$ cat src/rtl/bin2bcd_seq.sv
// Sequential binary-to-BCD converter (shift-and-add-3).
// Optional saturation to 9999: define BIN2BCD_SAT_EN.
module bin2bcd_seq #(
  parameter int WIDTH  = 16,
  parameter int DIGITS = 5
) (
  input  logic                  clk_100mhz,
  input  logic                  reset_n,
  input  logic [WIDTH-1:0]      bin_in,
  input  logic                  bin_valid,
  output logic                  bin_ready,
  output logic [4*DIGITS-1:0]   bcd_out,
  output logic                  bcd_valid,
  output logic                  over_9999
);

  localparam int SW = 4 * DIGITS;
  localparam int CW = $clog2(WIDTH + 1);

  typedef enum logic [1:0] {
    IDLE,
    SHIFT,
    DONE
  } state_t;

  state_t state;
  state_t state_n;

  logic [WIDTH-1:0] bin_sr;
  logic [WIDTH-1:0] bin_n;
  logic [WIDTH-1:0] cap;
  logic [SW-1:0]    scratch;
  logic [SW-1:0]    adj;
  logic [SW-1:0]    scratch_n;
  logic [SW-1:0]    result;
  logic [CW-1:0]    cnt;
  logic             accept;
  logic             last;
  logic             big;

  // State register
  always_ff @(posedge clk_100mhz or negedge reset_n) begin
    if (!reset_n) begin
      state <= IDLE;
    end else begin
      state <= state_n;
    end
  end

  // Next-state and handshake decode
  always_comb begin
    state_n   = state;
    bin_ready = 1'b0;
    accept    = 1'b0;
    last      = 1'b0;
    unique case (state)
      IDLE: begin
        bin_ready = 1'b1;
        if (bin_valid) begin
          accept  = 1'b1;
          state_n = SHIFT;
        end
      end
      SHIFT: begin
        if (cnt == CW'(1)) begin
          last    = 1'b1;
          state_n = DONE;
        end
      end
      DONE: begin
        state_n = IDLE;
      end
      default: begin
        state_n = IDLE;
      end
    endcase
  end

  // Add 3 to every digit >= 5, then shift the joint register left
  always_comb begin
    adj = scratch;
    for (int i = 0; i < DIGITS; i++) begin
      if (scratch[4*i +: 4] >= 4'd5) begin
        adj[4*i +: 4] = scratch[4*i +: 4] + 4'd3;
      end
    end
    {scratch_n, bin_n} = {adj, bin_sr} << 1;
  end

  assign big = 32'(cap) > 32'd9999;

  // Final digits, optionally clamped to 9999
  always_comb begin
    result = scratch_n;
`ifdef BIN2BCD_SAT_EN
    if (big) begin
      for (int i = 0; i < DIGITS; i++) begin
        result[4*i +: 4] = (i < 4) ? 4'd9 : 4'd0;
      end
    end
`endif
  end

  // Datapath: load on accept, iterate in SHIFT, publish on last shift
  always_ff @(posedge clk_100mhz or negedge reset_n) begin
    if (!reset_n) begin
      bin_sr    <= '0;
      cap       <= '0;
      scratch   <= '0;
      cnt       <= '0;
      bcd_out   <= '0;
      bcd_valid <= 1'b0;
      over_9999 <= 1'b0;
    end else begin
      bcd_valid <= 1'b0;
      if (accept) begin
        bin_sr  <= bin_in;
        cap     <= bin_in;
        scratch <= '0;
        cnt     <= CW'(WIDTH);
      end else if (state == SHIFT) begin
        bin_sr  <= bin_n;
        scratch <= scratch_n;
        cnt     <= cnt - CW'(1);
        if (last) begin
          bcd_out   <= result;
          over_9999 <= big;
          bcd_valid <= 1'b1;
        end
      end
    end
  end

endmodule

$ cat config.mk
export PLATFORM = sky130hd
export DESIGN_NAME = bin2bcd_seq
export DESIGN_NICKNAME = d
export VERILOG_FILES = /design/src/rtl/bin2bcd_seq.sv
export SDC_FILE = /design/constraint.sdc
export NUM_CORES = 1
export LEC_CHECK = 0
export BUFFER_PORTS_ARGS = -buffer_cell sky130_fd_sc_hd__buf_2
export CORE_MARGIN = 5
export CORE_UTILIZATION = 52
export DETAILED_ROUTE_END_ITERATION = 10
export GPL_TIMING_DRIVEN = 0
export PLACE_DENSITY_LB_ADDON = 0.08
export SLEW_MARGIN = 40
export SYNTH_ARGS = -nofsm -noshare
export SYNTH_HDL_FRONTEND = slang
export SYNTH_SLANG_ARGS = --single-unit
$ cat constraint.sdc
create_clock -name clk_100mhz -period 1.5 [get_ports clk_100mhz]
set_input_delay 0.075 -clock clk_100mhz [delete_from_list [all_inputs] [get_ports clk_100mhz]]
set_output_delay 0.075 -clock clk_100mhz [all_outputs]
set_load 0.05 [all_outputs]
==> results of run 1 <==
[metrics by stage]
step | hold WS (ns) | setup slack [ns]
6_report | 0.140 | 0.00140
5_1_grt | 0.151 | -0.0832
4_1_cts | 0.198 | -0.000707
3_3_place_gp | 0.268 | -0.192
3_5_place_dp | -0.00127 | -0.226
2_1_floorplan | -0.221 | 0.00473
[worst reg2reg max path, cell delays in order, from the launching register on]
cell      delay [ns]
dfrtp_1         0.38
inv_2           0.07
ha_1            0.19
nand2b_4        0.16
a21oi_4         0.17
mux2_4          0.32
o21ai_0         0.14
[power groups by stage]
stage                     combinational, W  sequential, W  clock, W
after floorplan                    0.00241        0.00457         0
after global placement             0.00427        0.00370         0
after detailed placement           0.00444        0.00374         0
after CTS                          0.00488        0.00372   0.00167
after global routing               0.00618        0.00393   0.00178
final                              0.00563        0.00379   0.00166
[flip-flops by register name, indices dropped and copies added, names as in the netlist]
| register | flops |
|---|---|
| over_9999 | 1 |
| cnt | 5 |
| bin_sr | 16 |
| cap | 12 |
| scratch | 20 |
| bcd_valid | 1 |
| bcd_out | 20 |
| state | 2 |
[layout make-up]
class | instances | area, um2
inverters | 14 | 55.1
clock buffers | 13 | 169
multi-input cells | 256 | 1630
flip-flops and latches | 77 | 1930
repair buffers | 77 | 554
plain buffers | 16 | 119
fillers | 509 | 1830
clock inverters | 3 | 42.5
well taps | 77 | 96.3
[per-layer routing]
layer,wire (um),GRT usage,vias up
li1,-,-,1392
met1,3510,0.256,1380
met2,4260,0.344,77
met3,414,0.0496,20
met4,203,0.0892,0
met5,0,0,-
[cells in the mapped netlist, types with 2 or more instances]
cell type and n:
nand2_1 96, dfrtp_1 77, o21ai_0 48, nand3_1 32
inv_1 13, ha_1 12, a21oi_1 11, buf_2 9
nor2_1 9, nand2b_1 6, nor3_1 6, nor3b_1 6
xnor2_1 6, clkbuf_1 5, mux2_2 5, a31oi_1 4
or3b_2 4, buf_6 2
[timing repair]
action / CTS / global route
gates resized for setup: 34 / 58
pin swaps: 7 / 8
endpoints found under the setup margin: 39 / 72
hold buffers: 17 / 0
setup buffers: 7 / 10
cloned: 0 / 1
hold endpoints to repair: 105 / 0
[worst paths after layout]
check / depth (start not counted) / end / slack (ns) / from
hold reg to reg: 2 / bcd_out[0] / 0.47 / bcd_out[0]
min in group asynchronous: 2 / scratch[7] / 0.19 / reset_n
max in group asynchronous: 3 / scratch[17] / 0.78 / reset_n
hold / removal: 4 / scratch[1] / 0.14 / bin_valid
setup / recovery: 6 / bcd_out[10] / 0.001 / scratch[9]
setup reg to reg: 6 / bcd_out[10] / 0.001 / scratch[9]
[cells by family (layout without fill, tap and decap cells)]
family / count (synthesis) / in the layout / share of synthesized area
and+or+nand+nor: 165 / 165 / 0.221
DFF: 77 / 77 / 0.558
AOI/OAI and AO/OA: 67 / 67 / 0.101
buffers and inverters: 31 / 123 / 0.0424
adders and majority gates: 12 / 12 / 0.0435
xor gates and xnor gates: 6 / 6 / 0.0152
muxes: 6 / 6 / 0.0192
==> impl_metrics.toml, run 1 <==
[run_status]
status = "completed"

[die]
coreArea_mm2 = 0.00642
num_io_pins = 42
chipHeight_um = 91.5
start_util = 0.538
die_w_um = 91.5
die_area_mm2 = 0.00837
rows = 29

[layout]
fin_cells = 533
final_nets = 482
layout_commonest_cell = "nand2_1"
drive_above_1_share = 0.327
final_cell_mix = "nand2_1, dfrtp_1, buf_2, o21ai_0, nand3_1"
stdcell_area_mm2 = 0.00459
syn_to_final_growth_pct = 33.0
final_util = 0.715
diodes = 0

[pwr]
p_clk_frac = 0.150
swShare = 0.441
powerDensity_mw_per_mm2 = 2410
fin_total_pwr_w = 0.0111
ir_drop_mv = 0.990
p_comb_frac = 0.508
p_int_w = 0.00620
p_leak_nw = 2.19
p_switching_w = 0.00488
seqPwrFrac = 0.342

[setup_path]
critPathKind = "register to register"
arrival_ns = 1.77
end_kind = "register"
crit_fanout = 3
worstPathRequired_ns = 1.77
path_cells = "inv_2, ha_1, nand2b_4, a21oi_4, mux2_4, o21ai_0"
cpPeakStageDelay_ns = 0.38
critPathTopFamily = "flip-flops"
path_buf_inv = 1
worst_setup_path_start_kind = "register"
slowest_stage = "dfrtp_1"

[clock_network]
clk_pin_slew_ns = 0.08
clk_path_buf_depth = 2
cts_root_buf = "clkbuf_8"
cts_tree = "built"
htreeDepth = 3
clock_latency_ns = 0.35
numCtsBuffers = 9
cts.sinks = 77

[logic_synthesis]
synth_top_area_cell = "dfrtp_1"
ys_ff_latch = 77
synth_warnings = 0
yosys-top-cells-area = "dfrtp_1, nand2_1, o21ai_0, nand3_1, ha_1"
ys_seq_area_frac = 0.558
syn_nets = 395
synth.avg_cell_area_um2 = 9.49
synth_top_area_share = 0.558
synth.distinct_cells = 31
synth-main-ff-cell = "dfrtp_1"
synth_edf_count = 0
syn_area_mm2 = 0.00345
synthArstFlopShare = 1.00
syn_inst = 364

[drt]
vias = 2869
wl_per_cell_um = 15.7
drt_iter0_drc = 93
drt-pass1-iter-count = 4
ant_nets = 0
routed_wl_um = 8380
viasPerCell = 5.38
drc = 0

[timing]
tightestPinTransition_ns = 0.478
relSlewSlack = 0.681
hold_viol_final = 0
fin_tns_setup_ns = 0
period_needed_ns = 1.50
finalSetupViolCount = 0
clock_skew_ns = 0.00690
fmax_ghz = 0.667
report.final.slew_viol_count = 0
finalCritPeriodShare = 0.999
rsz0062_at_grt = "true"

[place]
place_congestion = 0.821
postPlaceCellArea_mm2 = 0.00379
port_buffers = 41
dp_hpwl_um = 5260
post-place-cells = 483

[global_routing]
antenna_found_initial = 0
grt_overflow_total = 0
grt_pass1_wl_um = 13800
first_global_vias = 2954
track_usage = 0.207
grt_max_degree = 41

[job]
max_cap_viol_count = 0

[worst_hold_path]
hold_path.class = "input port to register"
No activity file was read; power rests on OpenSTA's default activity.
==> inputs of run 2 (changes only) <==
--- a/config.mk
+++ b/config.mk
@@ -5,12 +5,13 @@
 export SDC_FILE = /design/constraint.sdc
 export NUM_CORES = 1
 export LEC_CHECK = 0
+export ABC_AREA = 1
 export BUFFER_PORTS_ARGS = -buffer_cell sky130_fd_sc_hd__buf_2
 export CORE_MARGIN = 5
 export CORE_UTILIZATION = 52
 export DETAILED_ROUTE_END_ITERATION = 10
 export GPL_TIMING_DRIVEN = 0
-export PLACE_DENSITY_LB_ADDON = 0.08
+export PLACE_DENSITY = 0.75
 export SLEW_MARGIN = 40
 export SYNTH_ARGS = -nofsm -noshare
 export SYNTH_HDL_FRONTEND = slang
==> impl_metrics.toml, run 2 <==
[run_status]
status = "completed"

[logic_synthesis]
synth_most_common_cell = "nand2_1"
syn_area_mm2 = 0.00363
synth_top_area_share = 0.531
syn_inst = 428
synth.distinct_cells = 22
yosys-top-cells-area = "dfrtp_1, nand2_1, nand3_1, ha_1, inv_1"
syn_nets = 459
synth_warnings = 0
synth.avg_cell_area_um2 = 8.48
ys_seq_area_frac = 0.531
ys_ff_latch = 77
synth-main-ff-cell = "dfrtp_1"
synthArstFlopShare = 1.00
synth_top_area_cell = "dfrtp_1"
synth_edf_count = 0
synth_common_cells = "nand2_1, dfrtp_1, nand3_1"

[drt]
ant_nets = 0
drc = 0
drt-pass1-iter-count = 4
wl_per_cell_um = 12.8
routed_wl_um = 7670
viasPerCell = 4.99
vias = 2989
drt_iter0_drc = 151

[timing]
hold_viol_final = 0
setup_ws_ns = 0.109
report.final.slew_viol_count = 0
clock_skew_ns = 0.00943
fmax_ghz = 0.719
relSlewSlack = 0.765
finalCritPeriodShare = 0.928
fin_tns_setup_ns = 0
finalSetupViolCount = 0
tightestPinTransition_ns = 0.349
period_needed_ns = 1.39
rsz0062_at_grt = "false"

[die]
die_w_um = 93.6
start_util = 0.534
chipHeight_um = 93.6
coreArea_mm2 = 0.00679
num_io_pins = 42
rows = 30
die_area_mm2 = 0.00875

[layout]
final_nets = 529
final_cell_mix = "nand2_1, dfrtp_1, nand3_1, buf_2, inv_1"
top_regs = "bcd_out x20, scratch x20, bin_sr x16"
diodes = 0
layout_commonest_cell = "nand2_1"
drive_above_1_share = 0.177
stdcell_area_mm2 = 0.00439
syn_to_final_growth_pct = 21.0
final_util = 0.647

[worst_hold_path]
whs_path_depth = 4
hold_path.class = "input port to register"

[pwr]
p_leak_nw = 2.37
fin_total_pwr_w = 0.00998
p_switching_w = 0.00452
p_comb_frac = 0.475
ir_drop_mv = 1.09
swShare = 0.453
powerDensity_mw_per_mm2 = 2270
p_int_w = 0.00546
seqPwrFrac = 0.358
p_clk_frac = 0.167

[clock_network]
htreeDepth = 3
cts_root_buf = "clkbuf_8"
cts_tree = "built"
numCtsBuffers = 9
clk_path_buf_depth = 2
cts.sinks = 77
clk_pin_slew_ns = 0.08
clock_latency_ns = 0.34

[setup_path]
critPathTopFamily = "simple AND/OR/NAND/NOR gates"
path_cells = "inv_1, ha_1, nand3_4, nor2_8, buf_6, nand3_2, nand2_1, inv_1"
worstPathRequired_ns = 1.74
worst_setup_path_start_kind = "register"
crit_top_cell = "inv_1"
slowest_stage = "dfrtp_1"
r2r_cells = 8
cpPeakStageDelay_ns = 0.38
path_buf_inv = 3
arrival_ns = 1.63
critPathKind = "register to register"
end_kind = "register"
path_depth = 8
crit_fanout = 10

[global_routing]
use_met1 = 0.253
busiest_layer = "met2"
antenna_found_initial = 0
grt_use_met2 = 0.310
gr-usage-met3 = 0.0330
grt_overflow_total = 0
track_usage = 0.191
first_global_vias = 2905
grt_pass1_wl_um = 13200
grt_max_degree = 62

[place]
port_buffers = 41
postPlaceCellArea_mm2 = 0.00400
place_ws_ns = -0.00472
dp_hpwl_um = 5230
place_congestion = 0.821

[job]
max_cap_viol_count = 0
==> run 2: cell types whose count changed after synthesis, sizes merged, moves of 5 or more <==
cell	delta
nand3	+27
nor3	-6
clkbuf	-5
nand2	+77
nand2b	-6
mux2	-5
nor3b	-6
o21ai	-23
xnor2	-6
inv	+26
==> run 2: area by class of cell <==
cell class | instances | area, um2
well taps | 96 | 120
multi-input cells | 297 | 1450
plain buffers | 14 | 125
clock inverters | 5 | 75.1
repair buffers | 59 | 409
flip-flops and latches | 77 | 1930
inverters | 40 | 160
fillers | 591 | 2400
clock buffers | 11 | 131
==> run 2: layer usage <==
layer  part of all wire  vias up
li1                   -     1504
met1               0.45     1416
met2               0.48       58
met3              0.048       11
met4              0.012        0
met5                  0        -
==> run 2: per-stage QoR <==
step / hold WS [ns] / std cells
after global placement: 0.296 / 565
after global routing: 0.107 / 599
after detailed placement: -0.0816 / 566
after floorplan: -0.221 / 428
final: 0.115 / 599
after CTS: 0.107 / 599
==> run 2: worst reg2reg max path: stages, from the launching register on <==
cell and delay (ns):
dfrtp_1 0.38, inv_1 0.10, ha_1 0.20, nand3_4 0.12, nor2_8 0.14, buf_6 0.17, nand3_2 0.09, nand2_1 0.06
inv_1 0.03
==> run 2: power by group through the flow <==
stage	registers [W]	logic (W)	clock network, W
final	0.00357	0.00475	0.00167
after global routing	0.00369	0.00537	0.00180
after CTS	0.00355	0.00471	0.00169
after detailed placement	0.00358	0.00464	0
after global placement	0.00354	0.00448	0
after floorplan	0.00422	0.00289	0
==> run 2: logic make-up after synthesis <==
kind of cell	after synthesis	share of synthesized area
AND/OR/NAND/NOR	243	0.286
flip-flops	77	0.531
adder cells (fa/ha/maj)	12	0.0413
AO/OA/AOI/OAI	42	0.0631
buffers and inverters	54	0.0786
==> run 2: path summary, 6_finish.rpt <==
check                           startpoint          end  slack [ns]
worst max register to register      cnt[1]    over_9999        0.11
worst max-delay path                cnt[1]    over_9999        0.11
max in group asynchronous          reset_n  scratch[14]        0.83
worst min register to register  bcd_out[5]   bcd_out[5]        0.48
min in group asynchronous          reset_n  bcd_out[11]        0.13
worst min-delay path             bin_valid       cnt[2]        0.11
==> run 2: repair_timing <==
item | CTS | global route
hold buffers | 17 | 0
resized for setup | 2 | 7
setup endpoints to repair | 8 | 22
pin swaps | 0 | 1
hold endpoints to repair | 104 | 0
buffers inserted | 0 | 0
==> inputs of run 3 (changes only) <==
--- a/config.mk
+++ b/config.mk
@@ -5,7 +5,7 @@
 export SDC_FILE = /design/constraint.sdc
 export NUM_CORES = 1
 export LEC_CHECK = 0
-export ABC_AREA = 1
+export ABC_AREA = 0
 export BUFFER_PORTS_ARGS = -buffer_cell sky130_fd_sc_hd__buf_2
 export CORE_MARGIN = 5
 export CORE_UTILIZATION = 52
==> impl_metrics.toml, run 3 (synthesized netlist as in run 1, its figures left out) <==
[timing]
finalCritPeriodShare = 0.999
clock_skew_ns = 0.0117
relSlewSlack = 0.802
finalSetupViolCount = 0
fmax_ghz = 0.667
whs_ns = 0.154
report.final.slew_viol_count = 0
period_needed_ns = 1.50
hold_viol_final = 0
tightestPinTransition_ns = 0.293
rsz0062_at_grt = "true"

[pwr]
p_leak_nw = 2.23
powerDensity_mw_per_mm2 = 2460
ir_drop_mv = 1.13
fin_total_pwr_w = 0.0115

[die]
chipHeight_um = 91.5
die_area_mm2 = 0.00837
start_util = 0.538
coreArea_mm2 = 0.00642
die_w_um = 91.5
rows = 29
num_io_pins = 42

[layout]
multi_input_area_mm2 = 0.00167
ff_latch_area_mm2 = 0.00193
top_regs = "bcd_out x20, scratch x20, bin_sr x16"
n_fill_cell = 454
drive_above_1_share = 0.349
final_util = 0.729
final_cell_mix = "nand2_1, dfrtp_1, buf_2, nand3_1, o21ai_0"
final_nets = 484
layout_commonest_cell = "nand2_1"
diodes = 0
syn_to_final_growth_pct = 35.5
stdcell_area_mm2 = 0.00468

[worst_hold_path]
hold_path.class = "input port to async pin"

[setup_path]
crit_fanout = 3
worstPathRequired_ns = 1.77
critPathKind = "register to register"
r2r_cells = 6
r2r-start = "scratch[1]"
r2r-end = "bcd_out[2]"
cpPeakStageDelay_ns = 0.38
slowest_stage = "dfrtp_1"
end_kind = "register"
worst_setup_path_start_kind = "register"
rrSetupSlack_ns = 0.0008
arrival_ns = 1.77
path_cells = "inv_2, ha_2, nand2b_4, a21oi_4, mux2_4, o21ai_1"

[clock_network]
cts.sinks = 77
cts_root_buf = "clkbuf_8"
numCtsBuffers = 9
clk_path_buf_depth = 2
clock_latency_ns = 0.35
cts_tree = "built"
clk_pin_slew_ns = 0.08
htreeDepth = 3

[place]
dp_hpwl_um = 5160
port_buffers = 41
postPlaceCellArea_mm2 = 0.00380
place_congestion = 0.821

[global_routing]
grt_pass1_wl_um = 13600
track_usage = 0.203
antenna_found_initial = 0
grt_overflow_total = 0
first_global_vias = 2909
grt_max_degree = 51

[run_status]
status = "completed"

[drt]
vias = 2972
wl_per_cell_um = 16.2
viasPerCell = 5.56
drc = 0
drt-pass1-iter-count = 4
drt_iter0_drc = 167
ant_nets = 0
routed_wl_um = 8650

[job]
max_cap_viol_count = 0
-- run 3: how the worst max path moves through the flow --
| stage | start | to | slack [ns] | cells past startpoint |
|---|---|---|---|---|
| global route | cnt[1] | bcd_out[7] | -0.1 | 8 |
| CTS | cnt[1] | bcd_out[16] | 0.0003 | 6 |
| finish | scratch[1] | bcd_out[2] | 0.0008 | 6 |
| global placement | reset_n | scratch[14] | -0.18 | 1 |
| detailed placement | scratch[0] | scratch[2] | -0.21 | 6 |
| floorplan | scratch[0] | scratch[2] | 0.005 | 6 |
-- run 3: area by class of cell --
cell class | instances | share of cell area
flip-flops and latches | 77 | 0.413
inverters | 14 | 0.0123
plain buffers | 16 | 0.0251
repair buffers | 79 | 0.124
clock inverters | 6 | 0.0184
well taps | 77 | 0.0206
multi-input cells | 256 | 0.357
clock buffers | 10 | 0.0294
-- run 3: stage by stage --
stage | cells | setup TNS (ns) | setup slack, ns
6_report | 535 | 0 | 0.000779
5_1_grt | 535 | -1.32 | -0.0991
4_1_cts | 527 | 0 | 0.000303
3_3_place_gp | 482 | -16.03 | -0.182
3_5_place_dp | 483 | -3.46 | -0.214
2_1_floorplan | 364 | 0 | 0.00473
-- run 3: critical path: cells and delay by family, from the launching register on --
kind / cells / cell delay [ns]
DFF: 1 / 0.38
and+or+nand+nor: 1 / 0.15
adders and majority gates: 1 / 0.17
buffers and inverters: 1 / 0.07
muxes: 1 / 0.32
AOI/OAI and AO/OA: 2 / 0.33
-- run 3: repair_timing --
action,4_1_cts,5_1_grt
setup buffers,11,8
hold buffers,17,0
gates cloned,0,1
setup endpoints to repair,42,53
hold endpoints to repair,105,0
resized for setup,29,84
pin swaps,7,10
-- run 3: power breakdown --
part	internal, W	switching, W	leakage, nW
sequential	0.00304	0.000797	0.952
clock	0.000979	0.000768	0.112
combinational	0.00239	0.00353	1.16
-- run 3: per-layer routing --
metal  vias to the layer above  wire length (um)  GRT usage
li1                       1409                 -          -
met3                        15               434     0.0331
met2                        79              4360      0.352
met5                         -                 0          0
met4                         0               169     0.0905
met1                      1469              3690      0.247
